### src/rtl/bram_port_arbiter_if.sv
// Requester-side view of the shared BRAM port: burst request, address/data/byte enables,
// plus the grant and read-valid returned by the arbiter.
interface bram_port_arbiter_if #(
  parameter int ADDR_WIDTH = 15,
  parameter int DATA_WIDTH = 32,
  parameter int WE_WIDTH   = 4
);
  logic                  req;
  logic [ADDR_WIDTH-1:0] addr;
  logic [DATA_WIDTH-1:0] wrdata;
  logic [WE_WIDTH-1:0]   we;
  logic                  gnt;
  logic                  rvalid;

  modport master (output req, addr, wrdata, we, input gnt, rvalid);
  modport slave  (input req, addr, wrdata, we, output gnt, rvalid);
endinterface

### src/rtl/bram_port_arbiter.sv
// Burst-owned, round-robin share of one BRAM port; gnt 1 cycle after req, rvalid 1 cycle after a read.
// Waiting requesters hold req until granted; ARB_TIMEOUT_EN adds MAX_HOLD-cycle preemption.
module bram_port_arbiter #(
  parameter int BRAM_ADDR_WIDTH = 15,
  parameter int BRAM_DATA_WIDTH = 32,
  parameter int BRAM_WE_WIDTH   = 4,
  parameter int MAX_HOLD        = 64
) (
  input  logic                       clk,
  input  logic                       resetn,
  bram_port_arbiter_if.slave         p0,
  bram_port_arbiter_if.slave         p1,
  output logic [BRAM_DATA_WIDTH-1:0] rddata,
  output logic [BRAM_ADDR_WIDTH-1:0] bram_addr,
  output logic [BRAM_DATA_WIDTH-1:0] bram_wrdata,
  output logic [BRAM_WE_WIDTH-1:0]   bram_we,
  input  logic [BRAM_DATA_WIDTH-1:0] bram_rddata,
  output logic                       busy
);

  typedef enum logic [1:0] {IDLE = 2'd0, OWN0 = 2'd1, OWN1 = 2'd2} state_t;

  state_t state, state_nxt;
  logic   last, last_nxt;
  logic   acc0, acc1;
  logic   preempt0, preempt1;
  logic   rvalid0_q, rvalid1_q;

  if (MAX_HOLD < 1) begin : g_bad_max_hold
    $error("MAX_HOLD must be at least 1");
  end

  assign acc0 = p0.req & (state == OWN0);
  assign acc1 = p1.req & (state == OWN1);

`ifdef ARB_TIMEOUT_EN
  localparam int                HOLD_W    = $clog2(MAX_HOLD) + 1;
  localparam logic [HOLD_W-1:0] HOLD_LAST = HOLD_W'(MAX_HOLD - 1);

  logic [HOLD_W-1:0] hold_cnt;

  assign preempt0 = acc0 & p1.req & (hold_cnt == HOLD_LAST);
  assign preempt1 = acc1 & p0.req & (hold_cnt == HOLD_LAST);

  // Saturates at the limit so an uncontested owner never wraps back below it.
  always_ff @(posedge clk or negedge resetn) begin
    if (!resetn)
      hold_cnt <= '0;
    else if (state_nxt != state)
      hold_cnt <= '0;
    else if ((acc0 | acc1) && (hold_cnt != HOLD_LAST))
      hold_cnt <= hold_cnt + HOLD_W'(1);
  end
`else
  assign preempt0 = 1'b0;
  assign preempt1 = 1'b0;
`endif

  always_ff @(posedge clk or negedge resetn) begin
    if (!resetn) begin
      state <= IDLE;
      last  <= 1'b1;
    end else begin
      state <= state_nxt;
      last  <= last_nxt;
    end
  end

  always_comb begin
    state_nxt = state;
    last_nxt  = last;
    case (state)
      IDLE: begin
        if (p0.req && p1.req)
          state_nxt = last ? OWN0 : OWN1;
        else if (p0.req)
          state_nxt = OWN0;
        else if (p1.req)
          state_nxt = OWN1;
      end
      OWN0: begin
        if (!p0.req || preempt0) begin
          last_nxt  = 1'b0;
          state_nxt = p1.req ? OWN1 : IDLE;
        end
      end
      OWN1: begin
        if (!p1.req || preempt1) begin
          last_nxt  = 1'b1;
          state_nxt = p0.req ? OWN0 : IDLE;
        end
      end
      default: state_nxt = IDLE;
    endcase
  end

  // Only a live access reaches the BRAM; the handoff cycle (gnt high, req low) is idle.
  always_comb begin
    bram_addr   = '0;
    bram_wrdata = '0;
    bram_we     = '0;
    if (acc0) begin
      bram_addr   = p0.addr;
      bram_wrdata = p0.wrdata;
      bram_we     = p0.we;
    end else if (acc1) begin
      bram_addr   = p1.addr;
      bram_wrdata = p1.wrdata;
      bram_we     = p1.we;
    end
  end

  always_ff @(posedge clk or negedge resetn) begin
    if (!resetn) begin
      rvalid0_q <= 1'b0;
      rvalid1_q <= 1'b0;
    end else begin
      rvalid0_q <= acc0 & (p0.we == '0);
      rvalid1_q <= acc1 & (p1.we == '0);
    end
  end

  assign p0.gnt    = (state == OWN0);
  assign p1.gnt    = (state == OWN1);
  assign p0.rvalid = rvalid0_q;
  assign p1.rvalid = rvalid1_q;
  assign rddata    = bram_rddata;
  assign busy      = (state != IDLE);

endmodule
### src/flat_wrapper.sv
// flat-port wrapper written by rule: the top's interface ports become plain ports
module bram_port_arbiter_flat 
#(
  parameter int BRAM_ADDR_WIDTH = 15,
  parameter int BRAM_DATA_WIDTH = 32,
  parameter int BRAM_WE_WIDTH   = 4,
  parameter int MAX_HOLD        = 64
)
  (clk, resetn, rddata, bram_addr, bram_wrdata, bram_we, bram_rddata, busy, p0_req, p0_addr, p0_wrdata, p0_we, p0_gnt, p0_rvalid, p1_req, p1_addr, p1_wrdata, p1_we, p1_gnt, p1_rvalid);
  bram_port_arbiter_if p0_i ();
  bram_port_arbiter_if p1_i ();
  input  logic clk;
  input  logic resetn;
  output logic [BRAM_DATA_WIDTH-1:0] rddata;
  output logic [BRAM_ADDR_WIDTH-1:0] bram_addr;
  output logic [BRAM_DATA_WIDTH-1:0] bram_wrdata;
  output logic [BRAM_WE_WIDTH-1:0] bram_we;
  input  logic [BRAM_DATA_WIDTH-1:0] bram_rddata;
  output logic busy;
  input wire logic [$bits(p0_i.req)-1:0] p0_req;
  input wire logic [$bits(p0_i.addr)-1:0] p0_addr;
  input wire logic [$bits(p0_i.wrdata)-1:0] p0_wrdata;
  input wire logic [$bits(p0_i.we)-1:0] p0_we;
  output wire logic [$bits(p0_i.gnt)-1:0] p0_gnt;
  output wire logic [$bits(p0_i.rvalid)-1:0] p0_rvalid;
  input wire logic [$bits(p1_i.req)-1:0] p1_req;
  input wire logic [$bits(p1_i.addr)-1:0] p1_addr;
  input wire logic [$bits(p1_i.wrdata)-1:0] p1_wrdata;
  input wire logic [$bits(p1_i.we)-1:0] p1_we;
  output wire logic [$bits(p1_i.gnt)-1:0] p1_gnt;
  output wire logic [$bits(p1_i.rvalid)-1:0] p1_rvalid;
  assign p0_i.req = p0_req;
  assign p0_i.addr = p0_addr;
  assign p0_i.wrdata = p0_wrdata;
  assign p0_i.we = p0_we;
  assign p0_gnt = p0_i.gnt;
  assign p0_rvalid = p0_i.rvalid;
  assign p1_i.req = p1_req;
  assign p1_i.addr = p1_addr;
  assign p1_i.wrdata = p1_wrdata;
  assign p1_i.we = p1_we;
  assign p1_gnt = p1_i.gnt;
  assign p1_rvalid = p1_i.rvalid;
  bram_port_arbiter #(.BRAM_ADDR_WIDTH(BRAM_ADDR_WIDTH), .BRAM_DATA_WIDTH(BRAM_DATA_WIDTH), .BRAM_WE_WIDTH(BRAM_WE_WIDTH), .MAX_HOLD(MAX_HOLD)) u_core (.clk(clk), .resetn(resetn), .p0(p0_i), .p1(p1_i), .rddata(rddata), .bram_addr(bram_addr), .bram_wrdata(bram_wrdata), .bram_we(bram_we), .bram_rddata(bram_rddata), .busy(busy));
endmodule
### config.mk
export PLATFORM = sky130hd
export DESIGN_NAME = bram_port_arbiter_flat
export DESIGN_NICKNAME = d
export VERILOG_FILES = /design/src/rtl/bram_port_arbiter_if.sv /design/src/rtl/bram_port_arbiter.sv /design/src/flat_wrapper.sv
export SDC_FILE = /design/constraint.sdc
export NUM_CORES = 1
export LEC_CHECK = 0
export ABC_AREA = 1
export BUFFER_PORTS_ARGS = -buffer_cell sky130_fd_sc_hd__clkbuf_2
export CAP_MARGIN = 40
export CORE_AREA = 2 2 88 90
export CTS_CLUSTER_DIAMETER = 40
export CTS_CLUSTER_SIZE = 25
export DETAILED_ROUTE_END_ITERATION = 8
export DIE_AREA = 0 0 90 92
export GPL_TIMING_DRIVEN = 0
export PLACE_DENSITY_LB_ADDON = 0.05
export REMOVE_ABC_BUFFERS = 1
export SYNTH_ARGS = -nofsm -noshare
export SYNTH_HDL_FRONTEND = slang
export SYNTH_SLANG_ARGS = --single-unit
### constraint.sdc
create_clock -name clk -period 3.4 [get_ports clk]
set_input_delay 0.51 -clock clk [delete_from_list [all_inputs] [get_ports clk]]
set_output_delay 0.51 -clock clk [all_outputs]
set_load 0.01 [all_outputs]
==> key figures <==
Outcome
  – Outcome: finished clean

STA
  – RSZ-0062 raised after global routing: no
  – Final setup viols: 0
  – Slew @ Worst Pin: 695.5 ps
  – Final hold vios: 0
  – Relative slew slack: 53.64%
  – Period utilization: 78.40%
  – Fin. max-slew vios: 0
  – Worst Setup Slack, final: 734.3 ps
  – Minimum clock period: 2666 ps
  – Clock Skew: 3.011 ps
  – Max Clk Rate: 375.1 MHz

Worst setup path
  – WS Path Type: in2out
  – R2R cell count: 6
  – CP Launch Type: primary input
  – Worst Path Required: 2890 ps
  – Reg2Reg Capture Point: u_core.last
  – Worst reg2reg path startpoint: u_core.state[1]
  – Reg2Reg Setup Slack: 1690 ps
  – CP Data Arrival Time: 2160 ps
  – Worst Setup End Kind: output pin
  – Max FO, Critical Path: 41

Clocking
  – H-Tree Depth: 1
  – CTS Sinks: 5
  – CTS buffer count: 3
  – Clk root buf: clkbuf_8
  – Post-CTS sizing: 0
  – CTS Hold Bufs: 0
  – Clock buffer depth: 2
  – Clock transition at path regs: 40 ps
  – CTS tree: built
  – Clk_lat worst skew: 220 ps
  – Post-CTS Setup Bufs: 0

Synthesis
  – Synth unique cells: 17
  – Yosys reg bits: 5
  – Synth warn: 0
  – Sequential share of the synthesized area: 9.058%
  – Average cell area after synthesis: 5.558 um2
  – Cell area after synthesis: 1395 um2
  – Post-synthesis cell count: 251

Global routing
  – Gr usage total: 17.31%
  – Gr ovfl total: 0
  – Largest net degree at the start of global routing: 44
  – Initial antenna violation count: 0
  – Via count of the first global-routing pass: 1,980
  – Global-route wire length before repair: 11.03 mm

Floorplan
  – Io pins: 226
  – Initial Utilization: 18.73%
  – Die Footprint: 8280 um2
  – Row count: 32
  – Core area: 7447 um2
  – Die width: 90 um
  – Die Y: 92 um

Place
  – IO buf count: 161
  – Post-DP HPWL: 6.233 mm
  – Placer Congestion: 0.8173
  – Pre-CTS WS: 703.1 ps
  – Placed cells: 464

Pwr
  – Peak supply drop: 0.1314 mV
  – Leak: 0.001357 uW
  – Pwr per Cell Area: 463.8 nW/um2

Final layout
  – Area growth syn-to-layout: 50.31%
  – # nets final: 509
  – Share of cells above drive strength 1: 47.27%
  – Finished Layout Cells: 468
  – Ant. Diodes: 0

Min path
  – Worst Hold Class: in2async

Route
  – Pre-antenna DRT Iters: 4
  – Drt drc: 0
  – Vias: 2,131
  – Initial drt markers: 54
  – Wire length per cell: 16.25 um
  – Antenna viol nets, final: 0
  – Detailed-route wire length: 7.604 mm
  – Drt via density: 4.553

Flow run
  – Number of max-cap violations: 0
## power by group
part	switching [uW]	internal, uW	total [uW]
registers	14.7	82.4	97.1
clock network	27.6	80.3	108
logic	473	294	768
## kinds of logic after synthesis
kind of cell / share of synthesized area (%)
simple gates: 56.32
fa+ha+maj: 3.588
compound gates: 1.793
buf+inv: 29.24
flops: 9.059
## flip-flops by register name (all words and copies together), names as in the netlist
register and count:
u_core.state 2, u_core.last 1, u_core.p0.rvalid 1, u_core.p1.rvalid 1
## per-layer routing
metal	global-route usage [%]	vias to the layer above	wire length (um)
met4	2.564	2	63
met5	5.769	-	60
met3	13.56	8	1294
li1	-	1033	-
met2	26.94	145	3355
met1	18.55	943	2829
## area by class of cell
cell class              count  area [um2]
well taps                 102       127.6
flip-flops and latches      5       126.4
clock buffers               4       45.04
inverters                  11       41.29
repair buffers            165       893.4
fillers                   899        5350
multi-input cells         181       863.3
## worst max-delay path: stages
cell and delay, ps:
clkbuf_2 400, buf_16 330, nand2_2 310, buf_12 260, nand3_1 100, nand2_1 70, clkbuf_2 130
## worst max-delay path by stage
stage	startpoint	to
5_1_grt	p0_req	bram_addr[13]
4_1_cts	p0_req	bram_wrdata[6]
6_report	p0_req	bram_wrdata[1]
3_3_place_gp	u_core.state[1]	bram_we[3]
3_5_place_dp	p0_req	bram_wrdata[5]
2_1_floorplan	u_core.state[1]	bram_we[0]
## placed cells by master, fill, tap and decap left out
cell      netlist  routed
ha_2            0       1
o21ai_0         3       3
clkbuf_2        0     161
ha_1            4       3
buf_12          0       3
nand2_2         1       1
nor2_1          5       5
inv_1          10      10
inv_2           1       1
a21oi_1         2       2
nand3_1       104     104
clkbuf_8        0       3
buf_16          0       1
clkbuf_1        5       1
dfrtp_1         4       4
dfstp_2         1       1
nor3_1          1       1
nor3_2          1       1
nand2_1        60      60
## metrics by stage
stage / power, uW / hold slack [ps] / instance area (um2) / utilization (%) / TNS [ps]
2_1_floorplan: 497.1 / 214.4 / 1028 / - / 0
3_3_place_gp: 846.8 / 331.1 / 1962 / 26.34 / -56060
3_5_place_dp: 883.2 / 331.5 / 2052 / 27.55 / 0
4_1_cts: 996.8 / 96.14 / 2097 / 28.16 / 0
5_1_grt: 1080 / 101.4 / 2097 / 28.16 / 0
6_report: 972.6 / 98.56 / 2097 / 28.16 / 0
## synthesized netlist by cell type
master,number,area (um2)
buf_2,11,55.05
nor3_2,1,10.01
nor2_1,5,18.77
ha_1,4,50.05
dfstp_2,1,26.28
buf_6,2,22.52
nand2_2,1,6.260
nor3_1,1,5.000
buf_4,36,270.3
nand3_1,104,520.5
nand2_1,60,225.2
inv_1,10,37.54
dfrtp_1,4,100.1
o21ai_0,3,15.01
a21oi_1,2,10.01
clkbuf_1,5,18.77
inv_2,1,3.750
(Power assumes the default switching activity.)
